--- src/rtl/ctrl_datapath_exec_if.sv ---
// ctrl_datapath_exec_if: control-word handshake, memory port and status bundle between sequencer and datapath
//   cw_valid/cw/cw_ready             control word handshake (sequencer -> datapath)
//   mem_req/we/addr/wdata/rdata/ack  req/ack memory port driven by the datapath
//   ac_out/pc_out/z_flag/c_flag      architectural state and flags returned to the sequencer
//   halted                           sticky halt status
interface ctrl_datapath_exec_if #(parameter int DW = 8, parameter int AW = 8);
  logic          cw_valid;
  logic [15:0]   cw;
  logic          cw_ready;
  logic          mem_req;
  logic          mem_we;
  logic [AW-1:0] mem_addr;
  logic [DW-1:0] mem_wdata;
  logic [DW-1:0] mem_rdata;
  logic          mem_ack;
  logic [DW-1:0] ac_out;
  logic [AW-1:0] pc_out;
  logic          z_flag;
  logic          c_flag;
  logic          halted;
  modport master (
    output cw_valid, cw, mem_rdata, mem_ack,
    input  cw_ready, mem_req, mem_we, mem_addr, mem_wdata, ac_out, pc_out, z_flag, c_flag, halted
  );
  modport slave (
    input  cw_valid, cw, mem_rdata, mem_ack,
    output cw_ready, mem_req, mem_we, mem_addr, mem_wdata, ac_out, pc_out, z_flag, c_flag, halted
  );
endinterface

--- src/rtl/ctrl_datapath_exec.sv ---
// ctrl_datapath_exec: executes one microcoded control word per handshake on the AC/R/PC/AR/DR/ALU datapath
//   clk  system clock, rising edge
//   rst  synchronous reset, active high
//   io   slave side of ctrl_datapath_exec_if (control word in, memory port, AC/PC/flags/halt out)
// Assumes AW <= DW: PC/AR zero-extend onto the bus and load from its low AW bits.
module ctrl_datapath_exec #(parameter int DW = 8, parameter int AW = 8) (
  input logic clk,
  input logic rst,
  ctrl_datapath_exec_if.slave io
);
  typedef enum logic [1:0] {IDLE, MEM, HALT} state_t;
  state_t        r_state, w_next;
  logic [DW-1:0] r_ac, r_r, r_dr, r_mem_wdata;
  logic [AW-1:0] r_pc, r_ar, r_mem_addr;
  logic          r_z, r_c, r_mem_we, r_halt_pend;
  logic [2:0]    w_src, w_op;
  logic          w_ld_ac, w_ld_r, w_ld_pc, w_ld_ar, w_ld_dr;
  logic          w_pc_inc, w_mem_rd, w_mem_wr, w_clr, w_halt, w_accept;
  logic [DW-1:0] w_bus, w_dr_next;
  logic [AW-1:0] w_ar_next;
  logic [DW:0]   w_alu;
  assign {w_src, w_ld_ac, w_ld_r, w_ld_pc, w_ld_ar, w_ld_dr, w_op, w_pc_inc, w_mem_rd, w_mem_wr, w_clr, w_halt} = io.cw;
  assign w_accept = io.cw_valid & io.cw_ready;
  always_comb
    w_bus = w_src == 3'd1 ? r_ac :
            w_src == 3'd2 ? r_r :
            w_src == 3'd3 ? DW'(r_pc) :
            w_src == 3'd4 ? DW'(r_ar) :
            w_src == 3'd5 ? r_dr : '0;
  // Top bit is the new carry; ops that leave C alone carry the old r_c through.
  always_comb begin
    w_alu = {r_c, w_bus};
    case (w_op)
      3'd1:    w_alu = {1'b0, r_ac} + {1'b0, w_bus};
      3'd2:    w_alu = {1'b0, r_ac} - {1'b0, w_bus};
      3'd3:    w_alu = {r_c, r_ac & w_bus};
      3'd4:    w_alu = {r_c, r_ac | w_bus};
      3'd5:    w_alu = {r_c, r_ac ^ w_bus};
      3'd6:    w_alu = {1'b0, r_ac} + (DW+1)'(1);
      3'd7:    w_alu = {r_ac, 1'b0};
      default: w_alu = {r_c, w_bus};
    endcase
  end
  // Memory address/data are taken from AR/DR as they stand after this word's own loads.
  assign w_ar_next = w_ld_ar ? w_bus[AW-1:0] : r_ar;
  assign w_dr_next = w_ld_dr ? w_bus : r_dr;
  always_ff @(posedge clk)
    if (rst) r_state <= IDLE;
    else r_state <= w_next;
  always_comb begin
    w_next = r_state;
    if (r_state == IDLE && w_accept) w_next = (w_mem_rd | w_mem_wr) ? MEM : w_halt ? HALT : IDLE;
    else if (r_state == MEM && io.mem_ack) w_next = r_halt_pend ? HALT : IDLE;
  end
  always_comb begin
    io.cw_ready = r_state == IDLE && !rst;
    io.mem_req  = r_state == MEM;
    io.halted   = r_state == HALT;
  end
  always_ff @(posedge clk)
    if (rst) begin
      r_ac        <= '0;
      r_r         <= '0;
      r_pc        <= '0;
      r_ar        <= '0;
      r_dr        <= '0;
      r_z         <= 1'b0;
      r_c         <= 1'b0;
      r_mem_we    <= 1'b0;
      r_mem_addr  <= '0;
      r_mem_wdata <= '0;
      r_halt_pend <= 1'b0;
    end else if (w_accept) begin
      if (w_clr) begin
        r_ac <= '0;
        r_z  <= 1'b1;
      end else if (w_ld_ac) begin
        r_ac <= w_alu[DW-1:0];
        r_z  <= w_alu[DW-1:0] == '0;
        r_c  <= w_alu[DW];
      end
      if (w_ld_r) r_r <= w_bus;
      r_pc <= w_ld_pc ? w_bus[AW-1:0] : r_pc + AW'(w_pc_inc);
      r_ar <= w_ar_next;
      r_dr <= w_dr_next;
      if (w_mem_rd | w_mem_wr) begin
        r_mem_addr  <= w_ar_next;
        r_mem_wdata <= w_dr_next;
        r_mem_we    <= ~w_mem_rd;
        r_halt_pend <= w_halt;
      end
    end else if (r_state == MEM && io.mem_ack && !r_mem_we) r_dr <= io.mem_rdata;
  assign io.mem_we    = r_mem_we;
  assign io.mem_addr  = r_mem_addr;
  assign io.mem_wdata = r_mem_wdata;
  assign io.ac_out    = r_ac;
  assign io.pc_out    = r_pc;
  assign io.z_flag    = r_z;
  assign io.c_flag    = r_c;
endmodule

--- src/flat_wrapper.sv ---
// flat-port wrapper written by rule: the top's interface ports become plain ports
module ctrl_datapath_exec_flat 
#(parameter int DW = 8, parameter int AW = 8)
  (clk, rst, io_cw_valid, io_cw, io_mem_rdata, io_mem_ack, io_cw_ready, io_mem_req, io_mem_we, io_mem_addr, io_mem_wdata, io_ac_out, io_pc_out, io_z_flag, io_c_flag, io_halted);
  ctrl_datapath_exec_if #(.DW(DW), .AW(AW)) io_i ();
  input logic clk;
  input logic rst;
  input wire logic [$bits(io_i.cw_valid)-1:0] io_cw_valid;
  input wire logic [$bits(io_i.cw)-1:0] io_cw;
  input wire logic [$bits(io_i.mem_rdata)-1:0] io_mem_rdata;
  input wire logic [$bits(io_i.mem_ack)-1:0] io_mem_ack;
  output wire logic [$bits(io_i.cw_ready)-1:0] io_cw_ready;
  output wire logic [$bits(io_i.mem_req)-1:0] io_mem_req;
  output wire logic [$bits(io_i.mem_we)-1:0] io_mem_we;
  output wire logic [$bits(io_i.mem_addr)-1:0] io_mem_addr;
  output wire logic [$bits(io_i.mem_wdata)-1:0] io_mem_wdata;
  output wire logic [$bits(io_i.ac_out)-1:0] io_ac_out;
  output wire logic [$bits(io_i.pc_out)-1:0] io_pc_out;
  output wire logic [$bits(io_i.z_flag)-1:0] io_z_flag;
  output wire logic [$bits(io_i.c_flag)-1:0] io_c_flag;
  output wire logic [$bits(io_i.halted)-1:0] io_halted;
  assign io_i.cw_valid = io_cw_valid;
  assign io_i.cw = io_cw;
  assign io_i.mem_rdata = io_mem_rdata;
  assign io_i.mem_ack = io_mem_ack;
  assign io_cw_ready = io_i.cw_ready;
  assign io_mem_req = io_i.mem_req;
  assign io_mem_we = io_i.mem_we;
  assign io_mem_addr = io_i.mem_addr;
  assign io_mem_wdata = io_i.mem_wdata;
  assign io_ac_out = io_i.ac_out;
  assign io_pc_out = io_i.pc_out;
  assign io_z_flag = io_i.z_flag;
  assign io_c_flag = io_i.c_flag;
  assign io_halted = io_i.halted;
  ctrl_datapath_exec #(.DW(DW), .AW(AW)) u_core (.clk(clk), .rst(rst), .io(io_i));
endmodule
--- config.mk ---
export PLATFORM = sky130hd
export DESIGN_NAME = ctrl_datapath_exec_flat
export DESIGN_NICKNAME = d
export VERILOG_FILES = /design/src/rtl/ctrl_datapath_exec_if.sv /design/src/rtl/ctrl_datapath_exec.sv /design/src/flat_wrapper.sv
export SDC_FILE = /design/constraint.sdc
export NUM_CORES = 1
export LEC_CHECK = 0
export CAP_MARGIN = 0
export CORE_MARGIN = 3
export CORE_UTILIZATION = 35
export CTS_CLUSTER_SIZE = 25
export DETAILED_ROUTE_END_ITERATION = 12
export GPL_TIMING_DRIVEN = 1
export PLACE_DENSITY = 0.67
export SKIP_CTS_REPAIR_TIMING = 1
export SLEW_MARGIN = 20
export SYNTH_ARGS = -nofsm -noshare
export SYNTH_HDL_FRONTEND = slang
export SYNTH_SLANG_ARGS = --single-unit
--- constraint.sdc ---
create_clock -name clk -period 12.5 [get_ports clk]
set_clock_uncertainty 0.05 [all_clocks]
set_input_delay 1.875 -clock clk [delete_from_list [all_inputs] [get_ports clk]]
set_output_delay 1.875 -clock clk [all_outputs]
set_load 0.02 [all_outputs]
==> flow_summary.json <==
{
  "ys_ff_latch": 62,
  "nFillCells": 1233,
  "synth_top_family_by_area": "compound AO/OA/AOI/OAI gates",
  "p_seq_share_pct": 35.0,
  "netlist_top_cells_count": "nor2_1, dfxtp_1, a21oi_1",
  "cts_buffers": 9,
  "dieWidth_um": 118,
  "drc": 0,
  "layout_setup_ws_ns": 6.00,
  "worstSkewPairLatency_ns": 0.34,
  "io_pins": 66,
  "status": "finished clean",
  "synth_area_leaders": "dfxtp_1, mux2i_1, ha_1, nor2_1, a21oi_1",
  "startpoint_type": "primary input",
  "slowest_delay_ns": 0.79,
  "drt-pass1-iter-count": 6,
  "cts-root-buf": "clkbuf_16",
  "cellLeakagePower_nw": 2.08,
  "tns_ns": 0,
  "use_met3_pct": 4.28,
  "start_util_pct": 36.2,
  "multiInputGateArea_mm2": 0.00288,
  "yosysTopAreaCellShare_pct": 28.3,
  "final_util_pct": 44.9,
  "path_buf_inv": 1,
  "vias_per_cell": 5.74,
  "finalCritPeriodShare_pct": 52.0,
  "post-place-ws_ns": 5.70,
  "netlist_instances": 541,
  "crit_chain": "clkdlybuf4s50_1 -> nor2b_1 -> a32o_1 -> o22ai_1 -> a221oi_4 -> nor3_2 -> mux2i_1 -> o22ai_1 -> ha_1 -> a21oi_1 -> nand2_1 -> a41oi_1 -> xnor2_1 -> a2111o_1 -> a2111o_1 -> o21ai_1",
  "use_met1_pct": 25.8,
  "synthAdderAreaFrac_pct": 8.44,
  "synth-edff-count": 0,
  "clk_path_buf_depth": 2,
  "ctsHtreeMaxLevel": 3,
  "synth_area_leader_cell": "dfxtp_1",
  "nets": 642,
  "max_cap_violations": 0,
  "gp_congestion": 0.951,
  "grt_max_degree": 65,
  "grt_pass1_wl_um": 22600,
  "path_class": "in -> reg",
  "antenna_found_initial": 0,
  "num_vias": 4353,
  "grt_pass1_vias": 4160,
  "syn_area_per_cell_um2": 8.11,
  "numClockSinks": 62,
  "slew_viol_final": 0,
  "drt-initial-drc-count": 393,
  "yosys.area_share.simple_pct": 18.6,
  "async_flop_share_pct": 0,
  "n_antenna_cell": 0,
  "timing.fmax_mhz": 154,
  "p_total_mw": 0.605,
  "synthMuxAreaShare_pct": 10.3,
  "drt-wirelength-per-cell_um": 18.8,
  "p_switching_mw": 0.172,
  "seq_area_frac_synth_pct": 28.3,
  "dp_hpwl_um": 10300,
  "num_rows": 40,
  "cts_tree": "done",
  "grtUsageTotal_pct": 20.0,
  "top_usage_layer": "met2",
  "drive_gt1_share_pct": 7.97,
  "synth_warnings": 0,
  "tightest_slew_ns": 0.912,
  "synth_xor_area_share_pct": 0.998,
  "min_from": "u_core.r_r[6]$_SDFFE_PP0P_",
  "die_area_mm2": 0.0139,
  "clk_pin_slew_ns": 0.06,
  "finalWirelength_um": 14200,
  "port-buffer-count": 65,
  "crit_start": "io_cw[14]",
  "syn_nets": 598,
  "regArea_mm2": 0.00124,
  "cp_top_family": "compound AO/OA/AOI/OAI gates",
  "comb_power_share_pct": 19.0,
  "cp.arrival_ns": 6.71,
  "internal-power_mw": 0.433,
  "setup_viol": 0,
  "power_density_mw_per_mm2": 111,
  "hold_viol": 0,
  "relSlewSlack_pct": 39.1,
  "crit_required_ns": 12.72,
  "peakVddDrop_mv": 0.0628,
  "yosysUniqueCellTypes": 69,
  "die_y_um": 118,
  "grtUsageMet2_pct": 32.7,
  "grt_setup_unrepaired": "no",
  "synth-compound-area-share_pct": 27.0,
  "slowest_stage": "a221oi_4",
  "clkPwrFrac_pct": 46.0,
  "overflow": 0,
  "ant_nets": 0,
  "synth.most_common_cell": "nor2_1",
  "reg2reg_from": "u_core.r_ar[3]$_SDFFE_PP0P_",
  "hold_class": "reg -> reg",
  "synth_area_mm2": 0.00439,
  "area_delta_synth_final_pct": 23.8,
  "period_needed_ns": 6.50,
  "crit_fanout": 17,
  "design.core.area_mm2": 0.0121,
  "cp-end-kind": "register",
  "sw_frac_of_total_pct": 28.4,
  "ys.flop_type": "dfxtp_1"
}
sequential cells by signal, indices dropped and copies added (netlist names):
| signal | flops |
|---|---|
| u_core.io.mem_wdata | 8 |
| u_core.io.mem_we | 1 |
| u_core.r_halt_pend | 1 |
| u_core.io.pc_out | 8 |
| u_core.io.z_flag | 1 |
| u_core.io.ac_out | 8 |
| u_core.r_dr | 8 |
| u_core.io.c_flag | 1 |
| u_core.io.mem_addr | 8 |
| u_core.r_ar | 8 |
| u_core.r_r | 8 |
| u_core.r_state | 2 |
tightest hold or removal path, delay by kind of cell (launching register included):
family / cells / cell delay [ns]
compound gates: 1 / 0.05
flops: 1 / 0.31
simple gates: 1 / 0.05
logic make-up after synthesis:
group,count (synthesis)
xor gates and xnor gates,5
adders and majority gates,29
AOI/OAI and AO/OA,165
buffers and inverters,61
and+or+nand+nor,176
muxes,43
DFF,62
metal layers:
metal  wire length [µm]  part of all wire [%]  up-vias
met2               6620                    47      162
met5                  0                     0        -
met3                772                   5.4       25
met1               6500                    46     2088
met4                330                   2.3        0
li1                   -                     -     2078
through the flow:
step	hold slack, ns	cells	cell area [µm²]
after floorplan	0.386	541	4390
after global placement	0.396	742	5100
after detailed placement	0.399	742	5100
after CTS	0.408	758	5430
after global routing	0.435	758	5430
final	0.407	758	5430
final cells by class:
class,instances,share of cell area [%]
Clock buffer,10,4.40
Clock inverter,6,1.70
Inverter,24,1.66
Tap cell,168,3.87
Timing Repair Buffer,70,12.6
Sequential cell,62,22.8
Multi-Input combinational cell,418,53.0
cell usage in the layout, fill, tap and decap left out, types with 5 or more instances in the layout:
cell type	instances
o21ai_0	22
a22o_1	6
mux2i_1	38
a22oi_1	8
a21oi_1	43
nor2b_1	6
nand2_1	34
ha_1	28
dfxtp_1	62
a211oi_1	21
clkbuf_16	9
nor2_1	79
nor3_1	7
nand3_1	19
o22ai_1	9
clkdlybuf4s50_1	64
inv_1	19
buf_4	5
inv_2	5
a222oi_1	7
power groups by stage:
stage	Sequential (mW)	Clock [mW]	Combinational, mW
5_1_grt	0.212	0.289	0.125
6_report	0.212	0.278	0.115
3_3_place_gp	0.216	0	0.111
3_5_place_dp	0.216	0	0.114
4_1_cts	0.212	0.280	0.114
2_1_floorplan	0.220	0	0.0702
worst paths after layout:
kind | to | slack (ns) | cells past startpoint
setup / recovery | u_core.io.z_flag$_SDFFE_PP0P_ | 6.00 | 16
hold / removal | u_core.r_r[6]$_SDFFE_PP0P_ | 0.41 | 2
setup reg to reg | u_core.io.z_flag$_SDFFE_PP0P_ | 8.45 | 15
hold reg to reg | u_core.r_r[6]$_SDFFE_PP0P_ | 0.41 | 2
(Power assumes the default switching activity.)
